<file path="src/rtl/lutram_mport_init.sv">
// Multi-read-port LUT RAM with a hardware clear sweep and a ready handshake.
// Optional write-first bypass on the read ports: define LUTRAM_MPORT_WR_BYPASS_EN.
module lutram_mport_init #(
  parameter int unsigned addr_width = 4,
  parameter int unsigned data_width = 8,
  parameter int unsigned lo         = 0,
  parameter int unsigned hi         = 15,
  parameter int unsigned n_read     = 2,
  parameter logic [data_width-1:0] init_val = '0
) (
  input  logic                           CLK,
  input  logic                           RST,
  input  logic                           INIT_REQ,
  input  logic [addr_width-1:0]          ADDR_IN,
  input  logic [data_width-1:0]          D_IN,
  input  logic                           WE,
  input  logic [n_read*addr_width-1:0]   ADDR_R,
  output logic [n_read*data_width-1:0]   D_OUT,
  output logic                           RDY,
  output logic                           WR_DROP
);

  localparam int unsigned Depth = hi - lo + 1;
  localparam logic [addr_width-1:0] LoAddr  = addr_width'(lo);
  localparam logic [addr_width-1:0] HiAddr  = addr_width'(hi);
  localparam logic [addr_width:0]   LoExt   = (addr_width + 1)'(lo);
  localparam logic [addr_width:0]   SpanExt = (addr_width + 1)'(hi - lo);

  typedef enum logic {StInit, StReady} state_e;

  state_e                  state_q, state_d;
  logic [addr_width-1:0]   cnt_q, cnt_d;
  logic                    rdy_q, rdy_d;
  logic                    wr_drop_q, wr_drop_d;

  logic [data_width-1:0]   mem_q [Depth];
  logic                    mem_we;
  logic [addr_width-1:0]   mem_idx;
  logic [data_width-1:0]   mem_wdata;

  // Offset from lo computed one bit wider: an address below lo wraps to a large
  // value, so a single unsigned compare against the span covers both bounds.
  logic [addr_width:0]     wr_off;
  logic                    wr_in_rng;
  logic                    wr_ok;
  logic [addr_width-1:0]   cnt_off;

  always_comb begin
    wr_off    = {1'b0, ADDR_IN} - LoExt;
    wr_in_rng = (wr_off <= SpanExt);
    wr_ok     = (state_q == StReady) && WE && wr_in_rng;
    cnt_off   = cnt_q - LoAddr;
  end

  always_comb begin
    state_d   = state_q;
    cnt_d     = cnt_q;
    rdy_d     = rdy_q;
    wr_drop_d = WE && !wr_ok;
    mem_we    = 1'b0;
    mem_idx   = wr_off[addr_width-1:0];
    mem_wdata = D_IN;
    unique case (state_q)
      StInit: begin
        mem_we    = 1'b1;
        mem_idx   = cnt_off;
        mem_wdata = init_val;
        if (cnt_q == HiAddr) begin
          state_d = StReady;
          rdy_d   = 1'b1;
        end else begin
          cnt_d = cnt_q + 1'b1;
        end
      end
      StReady: begin
        mem_we = wr_ok;
        // A write coinciding with INIT_REQ still lands; the sweep overwrites it.
        if (INIT_REQ) begin
          state_d = StInit;
          cnt_d   = LoAddr;
          rdy_d   = 1'b0;
        end
      end
      default: begin
        state_d = StInit;
        cnt_d   = LoAddr;
        rdy_d   = 1'b0;
      end
    endcase
  end

  always_ff @(posedge CLK or posedge RST) begin
    if (RST) begin
      state_q   <= StInit;
      cnt_q     <= LoAddr;
      rdy_q     <= 1'b0;
      wr_drop_q <= 1'b0;
    end else begin
      state_q   <= state_d;
      cnt_q     <= cnt_d;
      rdy_q     <= rdy_d;
      wr_drop_q <= wr_drop_d;
    end
  end

  // Storage deliberately has no reset: only the sweep initialises it.
  always_ff @(posedge CLK) begin
    if (mem_we) begin
      mem_q[mem_idx] <= mem_wdata;
    end
  end

  for (genvar k = 0; k < n_read; k++) begin : g_rd
    logic [addr_width-1:0] rd_addr;
    logic [addr_width:0]   rd_off;
    logic                  rd_in_rng;
    logic [data_width-1:0] rd_data;

    always_comb begin
      rd_addr   = ADDR_R[k*addr_width +: addr_width];
      rd_off    = {1'b0, rd_addr} - LoExt;
      rd_in_rng = (rd_off <= SpanExt);
`ifdef LUTRAM_MPORT_WR_BYPASS_EN
      if (wr_ok && rd_in_rng && (rd_addr == ADDR_IN)) begin
        rd_data = D_IN;
      end else if (rdy_q && rd_in_rng) begin
        rd_data = mem_q[rd_off[addr_width-1:0]];
      end else begin
        rd_data = init_val;
      end
`else
      if (rdy_q && rd_in_rng) begin
        rd_data = mem_q[rd_off[addr_width-1:0]];
      end else begin
        rd_data = init_val;
      end
`endif
    end

    assign D_OUT[k*data_width +: data_width] = rd_data;
  end

  assign RDY     = rdy_q;
  assign WR_DROP = wr_drop_q;

endmodule

</file>
<file path="config.mk">
export PLATFORM = sky130hd
export DESIGN_NAME = lutram_mport_init
export DESIGN_NICKNAME = d
export VERILOG_FILES = /design/src/rtl/lutram_mport_init.sv
export SDC_FILE = /design/constraint.sdc
export NUM_CORES = 1
export LEC_CHECK = 0
export CAP_MARGIN = 20
export CORE_MARGIN = 2
export CORE_UTILIZATION = 45
export CTS_CLUSTER_DIAMETER = 200
export DETAILED_ROUTE_END_ITERATION = 16
export DONT_BUFFER_PORTS = 1
export PLACE_DENSITY = 0.69
export SKIP_LAST_GASP = 1
export SLEW_MARGIN = 20
export SYNTH_ARGS = -nofsm -noshare
export SYNTH_HDL_FRONTEND = slang
export SYNTH_SLANG_ARGS = --single-unit
export TNS_END_PERCENT = 5
</file>
<file path="constraint.sdc">
create_clock -name CLK -period 2.1 [get_ports CLK]
set_input_delay 0.42 -clock CLK [delete_from_list [all_inputs] [get_ports CLK]]
set_output_delay 0.42 -clock CLK [all_outputs]
set_load 0.02 [all_outputs]
</file>
Word level (Yosys, flattened, before mapping)
Memories as Yosys holds them, arrays and structs flattened.
Cells that the tools add are included.
Widths: inputs -> output; s select.
{ "op_classes": {"add_sub_neg": 1, "n_lt_le_gt_ge": 3, "eq_ne": 4, "mux": 16, "n_bitwise": 1, "n_reduce_logical": 8} }
{ "ops": {"columns": ["cell", "count"], "rows": [
  ["$mux 8", 3],
  ["$le 4x4->1 const B", 3],
  ["$mux 4", 3],
  ["$pmux 4 s2", 1],
  ["$mux 1", 6],
  ["$ne 2x2->1 const B", 3],
  ["$pmux 1 s2", 3],
  ["$logic_and 1x1->1", 5],
  ["$add 4x1->4 const B", 1],
  ["$eq 4x4->1 const B", 1],
  ["$reduce_and 2->1", 2],
  ["$logic_not 1->1", 1],
  ["$not 1->1", 1]
]} }
{ "totals": {"register_bits": 7, "ram_bits": 128, "inputBits": 24, "memories": 1} }
{ "memory_table": {"columns": ["name", "words", "width", "read_ports", "rd_ports_with_merged_regs", "wr", "line", "source"], "rows": [
  ["mem_q", 16, 8, 2, 0, 1, "36", "logic [data_width-1:0] mem_q [Depth];"]
]} }

Logic depth before layout (Yosys ltp)
Gate-level depths: netlist (run 1).
{ "depth": {"word_depth": 5, "mapped_depth": 6, "ltp_nobuf": 5} }

Worst setup path after synthesis (run 1)
Ideal clock, no wire load.
{ "synth_timing": {"kind": "in2out", "start": "in ADDR_R[2]", "end": "out D_OUT[6]", "t_arrival_ns": 1.681, "slack_ns": -0.001, "path_stages": 6, "path_buffers": 3, "cell_sequence": "clkbuf_1 > buf_4 > buf_4 > mux4_2 > o21ai_0 > o21ai_0"} }
{ "synth_between": {"elab_chain_len": 3, "elab_cells_between_ends": 4} }
{ "synth_lines": {"columns": ["item", "line", "source"], "rows": [
  ["start, declared", "17", "input logic [n_read*addr_width-1:0] ADDR_R,"],
  ["$le 4x4->1", "122", "rd_in_rng = (rd_off <= SpanExt);"],
  ["$logic_and 1x1->1", "132", "if (rdy_q && rd_in_rng) begin"],
  ["$mux 8 *", "132", null],
  ["end, declared", "18", "output logic [n_read*data_width-1:0] D_OUT,"]
]} }
Every way passes the cells marked *; elsewhere a longest branch is shown, timed or not.

==> results of run 1 <==
==> cell families after synthesis <==
| family | Yosys count | share of synthesized area (%) |
|---|---|---|
| simple gates | 82 | 6.117 |
| fa+ha+maj | 1 | 0.1905 |
| mux | 103 | 22.66 |
| flops | 135 | 61.20 |
| compound gates | 65 | 7.145 |
| buf+inv | 31 | 2.687 |
==> sequential cells by signal, summed over array words and instances, names as in the netlist <==
register  cells
cnt_q         4
state_q       1
RDY           1
WR_DROP       1
mem_q       128
==> metal layers <==
metal | track usage [%] | share of wire [%] | wire length, um
met3 | 6.572 | 7.5 | 1245
met2 | 34.46 | 48 | 7971
met5 | 0 | 0 | 0
met1 | 28.57 | 41 | 6734
met4 | 10.97 | 3.6 | 590
==> placed cells by master (no fill, tap or decap), types with 5 or more instances in the layout <==
cell / instances
o21ai_0: 6
a22oi_1: 24
mux4_2: 31
clkbuf_16: 17
and2_1: 11
dfrtp_1: 7
bufinv_16: 6
edfxtp_1: 128
nor2b_1: 6
mux2i_1: 68
buf_4: 31
nand3_1: 8
o22ai_1: 5
nand2b_1: 5
nor2_1: 25
clkinv_2: 5
a21oi_1: 5
nand2_1: 16
inv_1: 5
==> power by group through the flow <==
stage | Combinational [mW] | Clock, mW | Sequential, mW
2_1_floorplan | 1.63 | 0 | 4.05
3_3_place_gp | 2.36 | 0 | 4.15
3_5_place_dp | 2.41 | 0 | 4.21
4_1_cts | 2.42 | 3.34 | 4.16
5_1_grt | 2.62 | 3.45 | 4.24
6_report | 2.44 | 3.30 | 4.17
==> area by class of cell <==
type	instances	area (um2)	share of cell area, %
Clock buffer	17	425.4	5.611
Clock inverter	15	232.7	3.070
Inverter	5	18.77	0.2476
Multi-Input combinational cell	251	2372	31.29
Sequential cell	135	4019	53.01
Tap cell	184	230.2	3.037
Timing Repair Buffer	34	282.8	3.730
==> worst min path at each step <==
stage / startpoint / to / depth (start not counted)
2_1_floorplan: RST / RDY / 1
3_3_place_gp: RST / RDY / 1
3_5_place_dp: RST / cnt_q[2] / 1
4_1_cts: INIT_REQ / cnt_q[2] / 1
5_1_grt: INIT_REQ / cnt_q[2] / 1
6_report: INIT_REQ / cnt_q[2] / 1
==> worst register-to-register path, delay by kind of cell, from the launching register on <==
kind                   cells  cell delay (ps)
DFF                        1              480
AOI/OAI and AO/OA          1              110
and+or+nand+nor            2             1030
buffers and inverters      1              190
==> per-stage QoR <==
step / setup slack (ps) / TNS (ps)
CTS: -273.1 / -3723
global route: -306.3 / -7705
floorplan: 19.41 / 0
global placement: -80.78 / -332.9
finish: -278.0 / -3367
detailed placement: -113.3 / -1682
==> timing repair <==
| action | CTS | global route |
|---|---|---|
| setup endpoints to repair | 32 | 56 |
| hold buffers | 1 | 0 |
| pin swaps | 2 | 0 |
| gates cloned | 0 | 0 |
| hold endpoints to repair | 7 | 0 |
| gates resized for setup | 1 | 2 |
==> results_dict.tcl, run 1 <==
set metrics [dict create \
    switching_share_pct 29.86 \
    rsz0062_at_grt "true" \
    rr_startpoint "state_q" \
    final_area_um2 7581 \
    reg2reg_setup_slack_ps -100 \
    p_sw_mw 2.960 \
    startpoint_type "flip-flop" \
    outcome "finished with violations" \
    clock_sinks 135 \
    fmax_ghz 0.4205 \
    skew_ps 5.668 \
    drcViolationCount 0 \
    timing.critical_path.to "D_OUT[15]" \
    synth_area_per_cell_um2 15.75 \
    crit_type "flip-flop to output port" \
    nNetsFinal 469 \
    cts.reportedPaths.clkPinSlew_ps 60 \
    fin_crit_ps 2378 \
    diodes 0 \
    holdWs_ps 85.63 \
    max_slew_margin_pct 23.62 \
    syn_inst 417 \
    stdcell_count 641 \
    synth_edf_count 128 \
    dr.pass1.iters 5 \
    clk_latency_ps 420 \
    dp_hpwl_um 10800 \
    synth_commonest_cells "edfxtp_1 (128), mux2i_1 (68), mux4_2 (30)" \
    worst_pin_slew_ps 1141 \
    area_growth_pct 15.45 \
    final_max_slew_viol_count 0 \
    pwr-share-seq_pct 42.1 \
    p_int_mw 6.953 \
    violations "negative setup slack" \
    synth_area_leaders "edfxtp_1 (59%), mux2i_1 (10%), mux4_2 (10%)" \
    ys.flop_type "edfxtp_1" \
    cts_tree "done" \
    num_rows 44 \
    end_kind "output port" \
    gp_congestion 0.8452 \
    htreeDepth 4 \
    maxCapViolCount 0 \
    io_pins 42 \
    r2r-end "mem_q[12][3]" \
    syn-num-nets 442 \
    drtIter0Drc 410 \
    grt_pass1_vias 4182 \
    fillCellCount 1149 \
    clkPwrFrac_pct 33.3 \
    hold_class "input port to flip-flop" \
    place_area_um2 6912 \
    crit_buf_inv 1 \
    path_max_fanout 2 \
    dieArea_um2 15570 \
    critPathRequiredTime_ps 1680 \
    drt_wl_total_um 16540 \
    grt_max_degree 58 \
    p_per_area_nw_per_um2 1308 \
    numCtsBuffers 17 \
    crit_slowest_cell "mux4_2" \
    cp.arrival_ps 1960 \
    synth_area_leader_cell "edfxtp_1" \
    clk_path_buf_depth 2 \
    setup_violations 24 \
    placed_cells 608 \
    crit_family "multiplexers" \
    power.leakage_nw 2.744 \
    crit_start "mem_q[7][7]" \
    worst_slack_ps -278.0 \
    ys_ff_latch 135 \
    initial_utilization_pct 45.70 \
    synth_top_area_share_pct 58.54 \
    coreArea_um2 14370 \
    die_x_um 124.8 \
    total_power_mw 9.914 \
    crit_cells 5 \
    hold_viol 0 \
    reg2regPathDepth 4 \
    vias 4019 \
    antenna_found_initial 0 \
    yosysMostFrequentCell "edfxtp_1" \
    cp_slowest_stage_delay_ps 470 \
    fin_util_pct 52.76 \
    detail-route-antenna-nets 0 \
    crit_chain "mux4_2 > nand2b_1 > nand3_1 > o21ai_0 > buf_4" \
    root_buffer "clkbuf_16" \
    synth_seq_area_share_pct 61.20 \
    p_comb_share_pct 24.6 \
    synth_area_um2 6566 \
    ys_types 37 \
    grt_first_pass_wirelength_um 25190 \
    io_buffers 0 \
    dieHeight_um 124.8 \
    synthArstFlopShare_pct 5.185 \
    overflow 0 \
    synth_warnings 0 \
    avgRoutedWirePerCell_um 25.81 \
    viasPerCell 6.270 \
    min_period_over_period_pct 113.2 \
    post_cts_buffers 0 \
    drive_above_1_share_pct 21.44 \
    max-vdd-ir-drop_uv 888.4 \
    grt_usage_pct 22.18 \
]
No activity file was read; power rests on OpenSTA's default activity.
==> inputs of run 2 (changes only) <==
--- a/config.mk
+++ b/config.mk
@@ -5,7 +5,7 @@
 export SDC_FILE = /design/constraint.sdc
 export NUM_CORES = 1
 export LEC_CHECK = 0
-export CAP_MARGIN = 20
+export CAP_MARGIN = 15
 export CORE_MARGIN = 2
 export CORE_UTILIZATION = 45
 export CTS_CLUSTER_DIAMETER = 200
==> results of run 2 <==
No change in the layout: final DEF, timing and power equal those of run 1.
==> RTL edit 1, RTL diff (flow settings as in run 2) <==
Change the parameter `data_width` from 8 to 7.
--- a/src/rtl/lutram_mport_init.sv
+++ b/src/rtl/lutram_mport_init.sv
@@ -2,7 +2,7 @@
 // Optional write-first bypass on the read ports: define LUTRAM_MPORT_WR_BYPASS_EN.
 module lutram_mport_init #(
   parameter int unsigned addr_width = 4,
-  parameter int unsigned data_width = 8,
+  parameter int unsigned data_width = 7,
   parameter int unsigned lo         = 0,
   parameter int unsigned hi         = 15,
   parameter int unsigned n_read     = 2,
Ports: changed (resized D_IN and D_OUT); port bits go from 42 to 39. No check against the original RTL was run, so the function may have changed too.
==> RTL edit 1 against run 2 <==
- the run still ends with setup timing left
- routed wire length down 16%
- area after synthesis decreased by 11%
- design area is 10% lower
- highest routed layer unchanged
- sequential cell count down 16
- setup slack improved by 0.017 ns
- total power shrank 7.7%
- die area is 11% lower
- fmax grew 0.72%
- sequential share of layout area decreased by 0.97 points
==> RTL edit 1: results <==
group,metric,value,unit
run_status,outcome,"finished with violations",
run_status,violations,"setup timing",
timing,finClkSkew,0.00561,ns
route,drc_errors,0,
cts,clock_latency,0.42,ns
yosys,ys_top_cells_by_count,"edfxtp_1, mux2i_1",
cts,clk_pin_slew_worst_paths,0.05,ns
yosys,synth_nets,419,
placement,placed_cells,564,
min_path,hp-class,"input pin to flip-flop",
yosys,netlist.area_leader.share,57.5,%
yosys,ys_seq_area_share,60.5,%
yosys,synthCells,395,
placement,dp_slack,-0.0716,ns
cts,postCtsSetupRepairBufs,0,
cts,clockBufferDepth,2,
timing,worst_pin_slew,0.977,ns
global_routing,grt_pass1_wl,21.2,mm
finish,drive_gt1_share,19.8,%
placement,place_congestion,0.833,
placement,hpwl,9.52,mm
timing,setup_viol,21,
route,drt_iter0_drc,332,
cts,cts_buffers,17,
finish,nets,436,
global_routing,antenna_found_initial,1,
pwr,irDropWorstVdd,0.000803,V
global_routing,grt_usage,21.0,%
pwr,cellLeakagePower,2.48,nW
timing,setup_slack,-0.261,ns
cts,cts_root_buf,"clkbuf_16",
route,wirelength,13.9,mm
global_routing,grt_max_degree,51,
global_routing,grt_pass1_vias,3798,
route,firstDrtPassIters,4,
yosys,ys_async_sr_fraction,5.88,%
yosys,synthTopCellsByArea,"edfxtp_1, mux2i_1, mux4_2",
critical_path,cp_data_arrival_time,1.94,ns
yosys,yosys_warnings,0,
timing,tns,-2.79,ns
route,via_per_inst,6.09,
finish,largestRegisters,"mem_q: 112 flops, cnt_q: 4 flops",
placement,io_buffers,0,
finish,nFillCells,1021,
route,num_vias,3642,
yosys,synth_edf_count,112,
## RTL edit 1: worst paths after layout
check	startpoint	end	slack [ns]	cells after the start
worst min register to register	cnt_q[0]	cnt_q[0]	0.63	1
max in group asynchronous	RST	WR_DROP	1.52	2
worst max-delay path	mem_q[5][6]	D_OUT[6]	-0.26	4
worst max register to register	state_q	mem_q[3][1]	-0.09	4
min in group asynchronous	RST	cnt_q[0]	0.37	2
worst min-delay path	INIT_REQ	cnt_q[1]	0.08	1
## RTL edit 1: power by group
| part | switching (mW) | internal (mW) | total (mW) |
|---|---|---|---|
| logic | 1.33 | 0.832 | 2.17 |
| clock network | 1.00 | 2.32 | 3.32 |
| registers | 0.307 | 3.36 | 3.66 |
## RTL edit 1: cell type report
cell class,instances,area share [%]
repair buffers,24,2.74
flip-flops and latches,119,52.0
well taps,172,3.17
clock buffers,17,6.26
multi-input cells,247,31.8
inverters,3,0.166
diodes,1,0.0368
clock inverters,15,3.77
## RTL edit 1: cell families (layout without fill, tap and decap cells)
kind of cell    count (synthesis)  after routing  synth area share (%)
flops                         119            119                  60.5
simple gates                   94             94                  7.79
mux                            88             88                  20.7
compound gates                 64             64                  8.22
buf+inv                        29             59                  2.61
fa+ha+maj                       1              1                 0.214
other cells                     0              1                     0
## RTL edit 1: metal layers
| layer | vias up | track usage (%) | part of all wire (%) |
|---|---|---|---|
| li1 | 1618 | - | - |
| met1 | 1853 | 25.3 | 41 |
| met2 | 134 | 33.9 | 49 |
| met3 | 37 | 6.20 | 6.7 |
| met4 | 0 | 11.7 | 4.1 |
| met5 | - | 0 | 0 |
## RTL edit 1: stage by stage
stage,instance area [sq um],hold slack [ns]
floorplan,5850,0.223
global placement,6090,0.250
detailed placement,6090,0.257
CTS,6800,0.0732
global route,6800,0.0824
finish,6800,0.0850
## RTL edit 1: worst max-delay path: cells and delay by family (launching register included)
kind | cells | cell delay [ns]
buf+inv | 1 | 0.13
flops | 1 | 0.37
compound gates | 1 | 0.25
mux | 2 | 0.76
## RTL edit 1: timing repair
| item | CTS | global route |
|---|---|---|
| hold buffers | 1 | 0 |
| endpoints found under the hold margin | 7 | 0 |
| gates resized for setup | 4 | 1 |
| pin swaps | 1 | 1 |
| endpoints found under the setup margin | 28 | 56 |
==> RTL edit 2, RTL diff (flow settings as in run 2) <==
Made on the original files. Make the reset (`RST`) synchronous in one clocked block.
--- a/src/rtl/lutram_mport_init.sv
+++ b/src/rtl/lutram_mport_init.sv
@@ -89,7 +89,7 @@
     endcase
   end
 
-  always_ff @(posedge CLK or posedge RST) begin
+  always_ff @(posedge CLK) begin
     if (RST) begin
       state_q   <= StInit;
       cnt_q     <= LoAddr;
Behaviour: differs if RST is asserted again (counterexample within 4 cycles, from zero or initial values and one cycle with RST high); with RST held inactive, the same outputs for 10 cycles.
==> RTL edit 2 against run 2 <==
- the flow still finishes with violations (setup timing)
- sequential share of layout area decreased by 0.66 points
- hold slack got worse by 0.024 ns
- final cell count increased by 6.4%
- utilization decreased by 0.15 points
- sequential cell count unchanged
- setup slack improved by 0.12 ns
- design area increased by 0.48%
- area after synthesis rose by 0.91%
- clock skew up 0.00064 ns
- routed wire length grew 3.3%
- count of clock-buffer cells in the layout rose by 3
Power is not compared: it rests on default switching activity, and its combinational part moved more than twofold at a synthesized area within 25%.
==> RTL edit 2: results <==
group,metric,value,unit
yosys,ys_types,43,
finish,instances_no_fill,682,
yosys,synth_nets,474,
run_status,violations,"setup timing",
timing,finClkSkew,0.00631,ns
yosys,ys_seq_area_share,60.1,%
yosys,synth_compound_area_share,8.35,%
finish,nets,511,
cts,htree_levels,4,
yosys,synthCells,449,
yosys,synth_fa_ha_area_share,0.189,%
timing,relSlewSlack,29.8,%
timing,setup_slack,-0.162,ns
finish,nFillCells,1157,
critical_path,crit_fanout,2,
placement,hpwl,11.5,mm
global_routing,grt_usage,22.3,%
global_routing,grt_max_degree,57,
yosys,synthTopCellsByArea,"edfxtp_1, mux2i_1, mux4_2",
global_routing,grt_pass1_wl,25.4,mm
placement,place_congestion,0.858,
finish,largestRegisters,"mem_q: 128 flops, cnt_q: 4 flops",
cts,clockBufferDepth,2,
route,wirelength,17.1,mm
timing,setup_viol,15,
global_routing,grt_pass1_vias,4259,
finish,drive_gt1_share,22.1,%
placement,placed_cells,644,
run_status,outcome,"finished with violations",
yosys,ys_async_sr_fraction,0,%
route,via_per_inst,6.24,
yosys,ys_top_cells_by_count,"edfxtp_1, mux2i_1, a22oi_1",
route,drt_iter0_drc,478,
critical_path,cp_data_arrival_time,1.84,ns
yosys,synth_mux_area_share,20.8,%
[RTL edit 2: cell count changes after synthesis, moves of 5 or more]
cell / before / now
o21ai_0: 7 / 1
nand2_1: 16 / 22
buf_4: 9 / 3
o22ai_1: 5 / 0
mux2_1: 0 / 7
o221ai_1: 0 / 5
o21ai_1: 0 / 11
dfrtp_1: 7 / 0
a21oi_1: 5 / 11
mux4_2: 30 / 23
a22oi_1: 24 / 31
dfxtp_1: 0 / 7
buf_2: 3 / 10
mux2i_1: 68 / 74
[RTL edit 2: critical path: cells and delay by family, from the launching register on]
family | cells | cell delay (ns)
multiplexers | 1 | 0.46
flip-flops | 1 | 0.41
AO/OA/AOI/OAI | 2 | 0.37
buffers and inverters | 1 | 0.18
[RTL edit 2: repair_timing]
item,CTS,global route
pin swaps,1,3
gates resized for setup,12,4
endpoints found under the setup margin,16,40
buffers inserted,0,7
[RTL edit 2: path summary, 6_finish.rpt]
path                from          end  slack, ns
max          mem_q[9][6]    D_OUT[14]      -0.16
min                  RST          RDY       0.06
max reg2reg     cnt_q[3]  mem_q[7][3]       0.08
min reg2reg     cnt_q[1]     cnt_q[1]       0.63
[RTL edit 2: power by group through the flow]
stage / Clock, mW / Sequential [mW] / Combinational, mW
CTS: 2.66 / 3.01 / 0.337
finish: 2.63 / 3.01 / 0.342
global route: 2.78 / 3.02 / 0.361
global placement: 0 / 3.06 / 0.328
floorplan: 0 / 3.05 / 0.316
detailed placement: 0 / 3.07 / 0.331
[RTL edit 2: through the flow]
| stage | TNS [ns] | hold WS [ns] | utilization, % | setup WS, ns | cell area (sq um) |
|---|---|---|---|---|---|
| 2_1_floorplan | 0 | 0.489 | - | 0.102 | 6630 |
| 3_3_place_gp | 0 | 0.494 | 48.1 | 0.0468 | 6960 |
| 3_5_place_dp | -0.0368 | 0.498 | 48.1 | -0.0146 | 6960 |
| 4_1_cts | -1.88 | 0.0492 | 52.0 | -0.178 | 7530 |
| 5_1_grt | -3.51 | 0.0474 | 52.6 | -0.212 | 7620 |
| 6_report | -1.62 | 0.0615 | 52.6 | -0.162 | 7620 |
[RTL edit 2: layout make-up]
class / instances / share of cell area, %
clock buffers: 20 / 5.73
clock inverters: 11 / 1.12
inverters: 4 / 0.197
multi-input cells: 281 / 32.4
flip-flops and latches: 135 / 52.3
well taps: 184 / 3.02
repair buffers: 47 / 5.17
[RTL edit 2: routing by layer]
layer / global-route usage (%) / vias up / share of wire (%) / wire length (um)
met2: 37.1 / 201 / 51 / 8650
li1: - / 1872 / - / -
met4: 9.54 / 0 / 3.0 / 506
met1: 28.1 / 2146 / 39 / 6740
met5: 0 / - / 0 / 0
met3: 5.22 / 35 / 6.9 / 1180
